`src/rtl/seg_pkg.sv`:
```
// Shared constants for the multiplexed 7-segment scan logic.
// Segment patterns are active-low: bit 7 = dp, bits 6:0 = g..a.
package seg_pkg;

    localparam logic [7:0] SEG_0     = 8'hc0;
    localparam logic [7:0] SEG_1     = 8'hf9;
    localparam logic [7:0] SEG_2     = 8'ha4;
    localparam logic [7:0] SEG_3     = 8'hb0;
    localparam logic [7:0] SEG_4     = 8'h99;
    localparam logic [7:0] SEG_5     = 8'h92;
    localparam logic [7:0] SEG_6     = 8'h82;
    localparam logic [7:0] SEG_7     = 8'hf8;
    localparam logic [7:0] SEG_8     = 8'h80;
    localparam logic [7:0] SEG_9     = 8'h90;
    localparam logic [7:0] SEG_DASH  = 8'hbf;
    localparam logic [7:0] SEG_BLANK = 8'hff;

    // Per-digit select level for a dark digit; replicate to the digit count.
    localparam logic DIG_OFF = 1'b1;

endpackage

```
`src/rtl/seg_decoder.sv`:
```
// Combinational digit code + decimal point to active-low segment pattern.
// Codes 10..14 show a dash, 15 is blank.
module seg_decoder
    import seg_pkg::*;
(
    input  logic [3:0] code_i,
    input  logic       dp_i,
    output logic [7:0] seg_o
);

    always_comb begin
        seg_o = SEG_BLANK;
        case (code_i)
            4'd0:    seg_o = SEG_0;
            4'd1:    seg_o = SEG_1;
            4'd2:    seg_o = SEG_2;
            4'd3:    seg_o = SEG_3;
            4'd4:    seg_o = SEG_4;
            4'd5:    seg_o = SEG_5;
            4'd6:    seg_o = SEG_6;
            4'd7:    seg_o = SEG_7;
            4'd8:    seg_o = SEG_8;
            4'd9:    seg_o = SEG_9;
            4'd15:   seg_o = SEG_BLANK;
            default: seg_o = SEG_DASH;
        endcase
        if (dp_i) begin
            seg_o[7] = 1'b0;
        end
    end

endmodule

```
`src/rtl/seg_scan_ctrl.sv`:
```
// Scan scheduler for a multiplexed 7-segment display: time-slices the digits,
// double-buffers updates at frame boundaries, blanks leading zeros, dims by on-time.
module seg_scan_ctrl
    import seg_pkg::*;
#(
    parameter int NUM_DIGITS      = 4,
    parameter int TICKS_PER_DIGIT = 50000
) (
    input  logic                    clk,
    input  logic                    rst_n,
    input  logic                    upd_valid,
    output logic                    upd_ready,
    input  logic [4*NUM_DIGITS-1:0] bcd_in,
    input  logic [NUM_DIGITS-1:0]   dp_in,
    input  logic                    blank_lz,
    input  logic [2:0]              brightness,
    output logic                    frame_tick,
    output logic [NUM_DIGITS-1:0]   DIG,
    output logic [7:0]              Y
);

    localparam int TW   = $clog2(TICKS_PER_DIGIT);
    localparam int SW   = (NUM_DIGITS > 1) ? $clog2(NUM_DIGITS) : 1;
    localparam int STEP = TICKS_PER_DIGIT / 8;

    localparam logic [TW-1:0] TICK_LAST = TW'(TICKS_PER_DIGIT - 1);
    localparam logic [SW-1:0] SLOT_LAST = SW'(NUM_DIGITS - 1);

    logic [TW-1:0]           tick_q, tick_d;
    logic [SW-1:0]           slot_q, slot_d;
    logic [4*NUM_DIGITS-1:0] act_bcd_q, act_bcd_d;
    logic [NUM_DIGITS-1:0]   act_dp_q, act_dp_d;
    logic [4*NUM_DIGITS-1:0] pend_bcd_q, pend_bcd_d;
    logic [NUM_DIGITS-1:0]   pend_dp_q, pend_dp_d;
    logic                    pend_valid_q, pend_valid_d;
    logic [2:0]              bri_q, bri_d;
    logic                    frame_tick_q, frame_tick_d;
    logic [NUM_DIGITS-1:0]   dig_q, dig_d;
    logic [7:0]              y_q, y_d;

    logic                    tick_last;
    logic                    frame_end;
    logic                    xfer;
    logic [31:0]             on_time;
    logic                    lit;
    logic [NUM_DIGITS-1:0]   zero_up;
    logic [3:0]              cur_code;
    logic                    cur_dp;
    logic                    cur_lz;
    logic [7:0]              dec_seg;

    assign tick_last = (tick_q == TICK_LAST);
    assign frame_end = tick_last && (slot_q == SLOT_LAST);
    assign xfer      = upd_valid && !pend_valid_q;

    // Slot tick 0 stays dark so the previous digit's segments never ghost onto the next.
    assign on_time = (32'(bri_q) + 32'd1) * 32'(STEP);
    assign lit     = (tick_q != '0) && (32'(tick_q) < on_time);

    // zero_up[i]: active digits i..N-1 are all zero.
    always_comb begin
        zero_up = '0;
        zero_up[NUM_DIGITS-1] = (act_bcd_q[4*NUM_DIGITS-1 -: 4] == 4'd0);
        for (int i = NUM_DIGITS - 2; i >= 0; i--) begin
            zero_up[i] = (act_bcd_q[4*i +: 4] == 4'd0) && zero_up[i+1];
        end
    end

    always_comb begin
        cur_code = 4'd0;
        cur_dp   = 1'b0;
        cur_lz   = 1'b0;
        for (int i = 0; i < NUM_DIGITS; i++) begin
            if (slot_q == SW'(i)) begin
                cur_code = act_bcd_q[4*i +: 4];
                cur_dp   = act_dp_q[i];
                cur_lz   = blank_lz && zero_up[i] && (i != 0);
            end
        end
    end

    seg_decoder u_dec (
        .code_i (cur_code),
        .dp_i   (cur_dp),
        .seg_o  (dec_seg)
    );

    always_comb begin
        tick_d       = tick_last ? '0 : tick_q + 1'b1;
        slot_d       = slot_q;
        act_bcd_d    = act_bcd_q;
        act_dp_d     = act_dp_q;
        pend_bcd_d   = pend_bcd_q;
        pend_dp_d    = pend_dp_q;
        pend_valid_d = pend_valid_q;
        bri_d        = bri_q;
        frame_tick_d = frame_end;
        dig_d        = {NUM_DIGITS{DIG_OFF}};
        y_d          = SEG_BLANK;

        if (tick_last) begin
            slot_d = (slot_q == SLOT_LAST) ? '0 : slot_q + 1'b1;
        end
        if (tick_q == '0) begin
            bri_d = brightness;
        end

        // A capture can only happen with the shadow empty, so it never races a promotion.
        if (xfer) begin
            pend_bcd_d   = bcd_in;
            pend_dp_d    = dp_in;
            pend_valid_d = 1'b1;
        end else if (frame_end && pend_valid_q) begin
            act_bcd_d    = pend_bcd_q;
            act_dp_d     = pend_dp_q;
            pend_valid_d = 1'b0;
        end

        if (lit) begin
            y_d = dec_seg;
            if (cur_lz) begin
                y_d[6:0] = 7'h7f;
            end
            for (int i = 0; i < NUM_DIGITS; i++) begin
                if (slot_q == SW'(i)) begin
                    dig_d[i] = 1'b0;
                end
            end
        end
    end

    always_ff @(posedge clk) begin
        if (!rst_n) begin
            tick_q       <= '0;
            slot_q       <= '0;
            act_bcd_q    <= '0;
            act_dp_q     <= '0;
            pend_bcd_q   <= '0;
            pend_dp_q    <= '0;
            pend_valid_q <= 1'b0;
            bri_q        <= '0;
            frame_tick_q <= 1'b0;
            dig_q        <= {NUM_DIGITS{DIG_OFF}};
            y_q          <= SEG_BLANK;
        end else begin
            tick_q       <= tick_d;
            slot_q       <= slot_d;
            act_bcd_q    <= act_bcd_d;
            act_dp_q     <= act_dp_d;
            pend_bcd_q   <= pend_bcd_d;
            pend_dp_q    <= pend_dp_d;
            pend_valid_q <= pend_valid_d;
            bri_q        <= bri_d;
            frame_tick_q <= frame_tick_d;
            dig_q        <= dig_d;
            y_q          <= y_d;
        end
    end

    // Handshake: a word moves when upd_valid and upd_ready are both high at a rising
    // edge; upd_ready is high exactly while the shadow buffer is empty.
    assign upd_ready  = !pend_valid_q;
    assign frame_tick = frame_tick_q;
    assign DIG        = dig_q;
    assign Y          = y_q;

endmodule

```
`config.mk`:
```
export PLATFORM = sky130hd
export DESIGN_NAME = seg_scan_ctrl
export DESIGN_NICKNAME = d
export VERILOG_FILES = /design/src/rtl/seg_pkg.sv /design/src/rtl/seg_decoder.sv /design/src/rtl/seg_scan_ctrl.sv
export SDC_FILE = /design/constraint.sdc
export NUM_CORES = 1
export LEC_CHECK = 0
export CAP_MARGIN = 20
export CORE_MARGIN = 1.5
export CORE_UTILIZATION = 60
export CTS_BUF_LIST = sky130_fd_sc_hd__clkbuf_8
export CTS_CLUSTER_SIZE = 10
export DETAILED_ROUTE_END_ITERATION = 10
export PLACE_DENSITY = 0.84
export SLEW_MARGIN = 25
export SYNTH_ARGS = -nofsm -noshare
export SYNTH_HDL_FRONTEND = slang
export SYNTH_SLANG_ARGS = --single-unit
```
`constraint.sdc`:
```
create_clock -name clk -period 10.18 [get_ports clk]
set_input_delay 3.054 -clock clk [delete_from_list [all_inputs] [get_ports clk]]
set_output_delay 3.054 -clock clk [all_outputs]
set_load 0.01 [all_outputs]
```
; ---- Word level (Yosys, flattened, before mapping)
; Memories as Yosys holds them, arrays and structs flattened. A register that Yosys moved wholly into a read port is not among the register bits.
; Index checks and enable logic that the tools add are counted.
[totals]
reg_bits = 68
latch_bits = 0
ramBits = 0
romBits = 112
inputBits = 27
output_inout_bits = 14
word_cells = 64
n_memories = 1
[classes]
n_addsub = 3
n_mul = 1
n_div = 0
order_cmp = 1
eq_ne = 4
shift = 0
mux = 19
bitwise_logic = 3
n_reduce_logical = 21
[mem_list]
columns = memory, depth, width, read_ports, rd_ports_with_merged_regs, wr, line_no
row1 = (no name shown), 16, 7, 1, 1, 0, seg_decoder.sv:13  ; case (code_i)
[op_table]
columns = op, count
row1 = 16-bit by 17-bit < comparator with 1-bit output, 1
row2 = 16-bit by 1-bit adder with 16-bit output (second input constant), 1
row3 = 16-bit equality test (second input constant), 1
row4 = 16-bit logical NOT, 1
row5 = 4-bit by 12-bit multiplier with 16-bit output (second input constant), 1
row6 = 4-bit 2-to-1 mux, 4
row7 = 16-bit nonzero test, 1
row8 = 1-bit 2-to-1 mux, 14
row9 = 4-bit logical NOT, 3
row10 = 1-bit logical AND, 9
row11 = 3-bit by 1-bit adder with 4-bit output (second input constant), 1
row12 = 2-bit equality test (second input constant), 2
row13 = 2-bit AND reduction, 2
row14 = 1-bit inverter, 3
row15 = 3-bit OR reduction, 1
row16 = 2-bit by 1-bit adder with 2-bit output (second input constant), 1
row17 = 2-bit by 1-bit equality test with 1-bit output (second input constant), 1
row18 = 2-bit logical NOT, 1
row19 = 2-bit 2-to-1 mux, 1
row20 = 2-bit nonzero test, 1
row21 = 2-bit OR reduction, 1
row22 = 1-bit logical NOT, 1

; ---- Logic depth before layout (Yosys ltp)
[depth]
depth_word = 8
depth_mapped = 18
depth_no_buf = 16

; ---- Cells and area by module
; A second synthesis with hierarchy kept.
[unflattened]
cells_unflattened = 483
hier_area_um2 = 4146.5
[by_module_without_submodules]
columns = mod, instances, cells_per_inst, area_per_inst_um2, seq_area_each_um2
row1 = seg_scan_ctrl, 1, 452, 3891.2, 1501.4
row2 = seg_decoder, 1, 31, 255.2, 0.0

; ---- Least setup slack after synthesis
; OpenSTA, ideal clock, no wires.
[synth_timing]
path_type = in2reg
from = input rst_n
to = register y_q[0] (netlist: Y[0])
setup_ns = 0.132
t_arrival_ns = 3.880
t_required_ns = 10.048
slack_ns = 6.168
cell_stages = 5
path_buffers = 2
cell_sequence = buf_4 clkinv_1 a31oi_1 buf_2 nand4_1
[synth_via]
elab_chain_len = 2
[synth_lines]
columns = item, line_no
row1 = "start, declared", seg_scan_ctrl.sv:10  ; input logic rst_n,
row2 = 1-bit inverter (no source line), -
row3 = 3-bit OR reduction (no source line), -
row4 = "end, declared", seg_scan_ctrl.sv:39  ; logic [7:0] y_q, y_d;
; Every way passes these cells.
; A chain may end at the register's enable or synchronous reset.

; ---- Final worst setup path
; Ends and elaborated chain as after synthesis.

==> flow_summary.json <==
{
  "vias": 3378,
  "insertion_delay_ns": 0.35,
  "die_w_um": 84.9,
  "synth_top_area_share": 0.373,
  "drv_cap": 0,
  "hp-class": "reg -> reg",
  "antenna_left": 0,
  "synth.area.top_cells": "dfxtp_1 (37%), ha_1 (12%), nand2_1 (7.2%)",
  "status": "finished, violations left",
  "worstSetupPathType": "in -> reg",
  "path_clk_slew_ns": 0.08,
  "cts_buffers": 9,
  "crit_fanout": 44,
  "violations": "DRC",
  "initial_utilization": 0.627,
  "synth_ff_type": "dfxtp_1",
  "nNetsFinal": 569,
  "post_drt_wl_per_cell_um": 14.1,
  "maxSlewHeadroom": 0.377,
  "drt_iter0_drc": 216,
  "synth-edff-count": 0,
  "seq_area_frac_synth": 0.373,
  "num_antenna_cells": 0,
  "synth_warnings": 0,
  "fin_ws_ns": 4.61,
  "grt_pass1_vias": 3133,
  "cts_max_level": 3,
  "clockBufferDepth": 2,
  "critPathCaptureType": "register",
  "critPathLaunchType": "input pin",
  "dp_hpwl_um": 6080,
  "synth_cell_types": 56,
  "die_y_um": 84.9,
  "setup_tns_ns": 0,
  "grt_overflow": 0,
  "layout-drive-gt1-share": 0.0513,
  "cts_resized": 0,
  "layout-area-overhead-vs-synth_pct": 13.4,
  "tightest_slew_ns": 0.930,
  "final_hold_viol_count": 0,
  "track_usage": 0.243,
  "yosysTopAreaCell": "dfxtp_1",
  "setup_violations": 0,
  "syn_avg_cell_area_um2": 8.49,
  "skew_ns": 0.00959,
  "irDropWorstVdd_mv": 0.0970,
  "grt_antenna_before_repair": 0,
  "io_buffers": 40,
  "syn_inst": 474,
  "cts_root_buf": "clkbuf_8",
  "post-place-ws_ns": 4.18,
  "slew_viol_final": 0,
  "final_core_util": 0.711,
  "fmax_mhz": 180,
  "grt_pass1_wl_um": 14100,
  "finalWirelength_um": 8260,
  "fin_crit_sh": 0.547,
  "power_density_mw_per_mm2": 133,
  "clock_sinks": 75,
  "io_pins": 41,
  "dr.pass1.iters": 8,
  "rsz0062_at_grt": "no",
  "arrival_ns": 5.75,
  "core_mm2": 0.00642,
  "min_period_ns": 5.57,
  "gp_congestion": 0.863,
  "syn_area_mm2": 0.00403,
  "leakage_nw": 1.77,
  "ys_ff_latch": 75,
  "cts_tree": "yes",
  "post-cts-setup-buffers": 0,
  "dieArea_mm2": 0.00721,
  "avgViaCountPerCell": 5.78,
  "core.rowCount": 29,
  "postCtsHoldBufs": 0,
  "required_ns": 10.35,
  "grt_max_degree": 45,
  "syn-num-nets": 541,
  "ys_async_sr_fraction": 0,
  "drcViolationCount": 2
}
-- path summary, 6_finish.rpt --
check                                                 from                        end  slack [ns]  depth (start not counted)
worst max-delay path                                 rst_n            Y[0]$_SDFF_PP1_        4.61                          5
worst min-delay path            pend_bcd_q[4]$_SDFFE_PN0P_  act_bcd_q[4]$_SDFFE_PN0P_        0.45                          2
worst max register to register       bri_q[0]$_SDFFE_PN0P_            Y[0]$_SDFF_PP1_        5.86                         15
worst min register to register  pend_bcd_q[4]$_SDFFE_PN0P_  act_bcd_q[4]$_SDFFE_PN0P_        0.45                          2
-- layout make-up --
type | instances | area [um^2]
fillers | 516 | 1860
well taps | 77 | 96.3
clock inverters | 6 | 38.8
clock buffers | 10 | 138
inverters | 22 | 82.6
repair buffers | 41 | 408
flip-flops and latches | 75 | 1500
multi-input cells | 353 | 2300
-- per-stage QoR --
stage	power, mW	instance area [um^2]	instances	hold WS, ns
after floorplan	0.383	4030	474	0.425
final	0.609	4570	584	0.447
after detailed placement	0.414	4390	568	0.438
after global placement	0.410	4390	568	0.436
after CTS	0.612	4570	584	0.442
after global routing	0.642	4570	584	0.451
-- cells in the final DEF, fill, tap and decap left out, types with 2 or more instances in the layout --
cell / count
o31ai_1: 2
nor2_1: 32
clkbuf_8: 10
nand2_1: 77
and2_1: 4
nor2b_1: 3
nand3b_1: 5
a21oi_1: 29
nor3_1: 5
a31oi_1: 4
a211oi_1: 9
clkinv_2: 3
and3_1: 4
xnor2_1: 16
inv_1: 21
nor3b_1: 4
o21ai_1: 20
xor2_1: 10
nor4_1: 3
o21ai_0: 6
dfxtp_1: 75
clkinvlp_4: 2
nand3_1: 32
mux2i_1: 5
nand4_1: 13
ha_1: 40
a221o_1: 3
clkdlybuf4s50_1: 40
o211ai_1: 3
-- cells by family (layout without fill, tap and decap cells) --
| group | count (synthesis) | in the layout | share of synthesized area |
|---|---|---|---|
| simple gates | 192 | 192 | 0.234 |
| xor+xnor | 28 | 28 | 0.0665 |
| buf+inv | 46 | 79 | 0.0559 |
| mux | 6 | 6 | 0.0152 |
| fa+ha+maj | 40 | 40 | 0.124 |
| compound gates | 87 | 87 | 0.131 |
| flops | 75 | 75 | 0.373 |
-- critical path: stages --
cell             delay [ns]
clkdlybuf4s50_1        0.47
buf_4                  0.38
clkinv_1               0.69
a31oi_1                0.95
nand4_1                0.18
-- cells in the mapped netlist (4+ instances only) --
master    instances
and2_1            4
nand3b_1          5
dfxtp_1          75
a21oi_1          29
a31oi_1           4
xnor2_1          16
xor2_1           10
nand4_1          13
mux2i_1           5
buf_6             4
nor2b_1           4
nor2_1           32
nand3_1          32
nor3b_1           4
clkbuf_1          9
and3_1            4
o21ai_1          20
a211oi_1          9
o21ai_0           6
nand2_1          77
buf_2             5
ha_1             40
nor3_1            5
inv_1            21
-- power breakdown --
part	internal, mW	switching (mW)	leakage, nW
clock	0.0945	0.107	0.0885
sequential	0.303	0.00737	0.611
combinational	0.0467	0.0502	1.07
total	0.444	0.165	1.77
-- state kept, by name (all words and copies together) (netlist names) --
| register | flops |
|---|---|
| act_bcd_q | 16 |
| Y | 8 |
| pend_valid_q | 1 |
| tick_q | 16 |
| DIG | 4 |
| pend_bcd_q | 16 |
| act_dp_q | 4 |
| pend_dp_q | 4 |
| slot_q | 2 |
| frame_tick | 1 |
| bri_q | 3 |
-- metal layers --
layer	wire length (um)	GRT usage	up-vias
met2	4090	0.422	93
met3	371	0.0418	18
li1	-	-	1709
met4	203	0.103	0
met1	3600	0.298	1558
met5	0	0	-
Power figures use the tool's default switching activity.
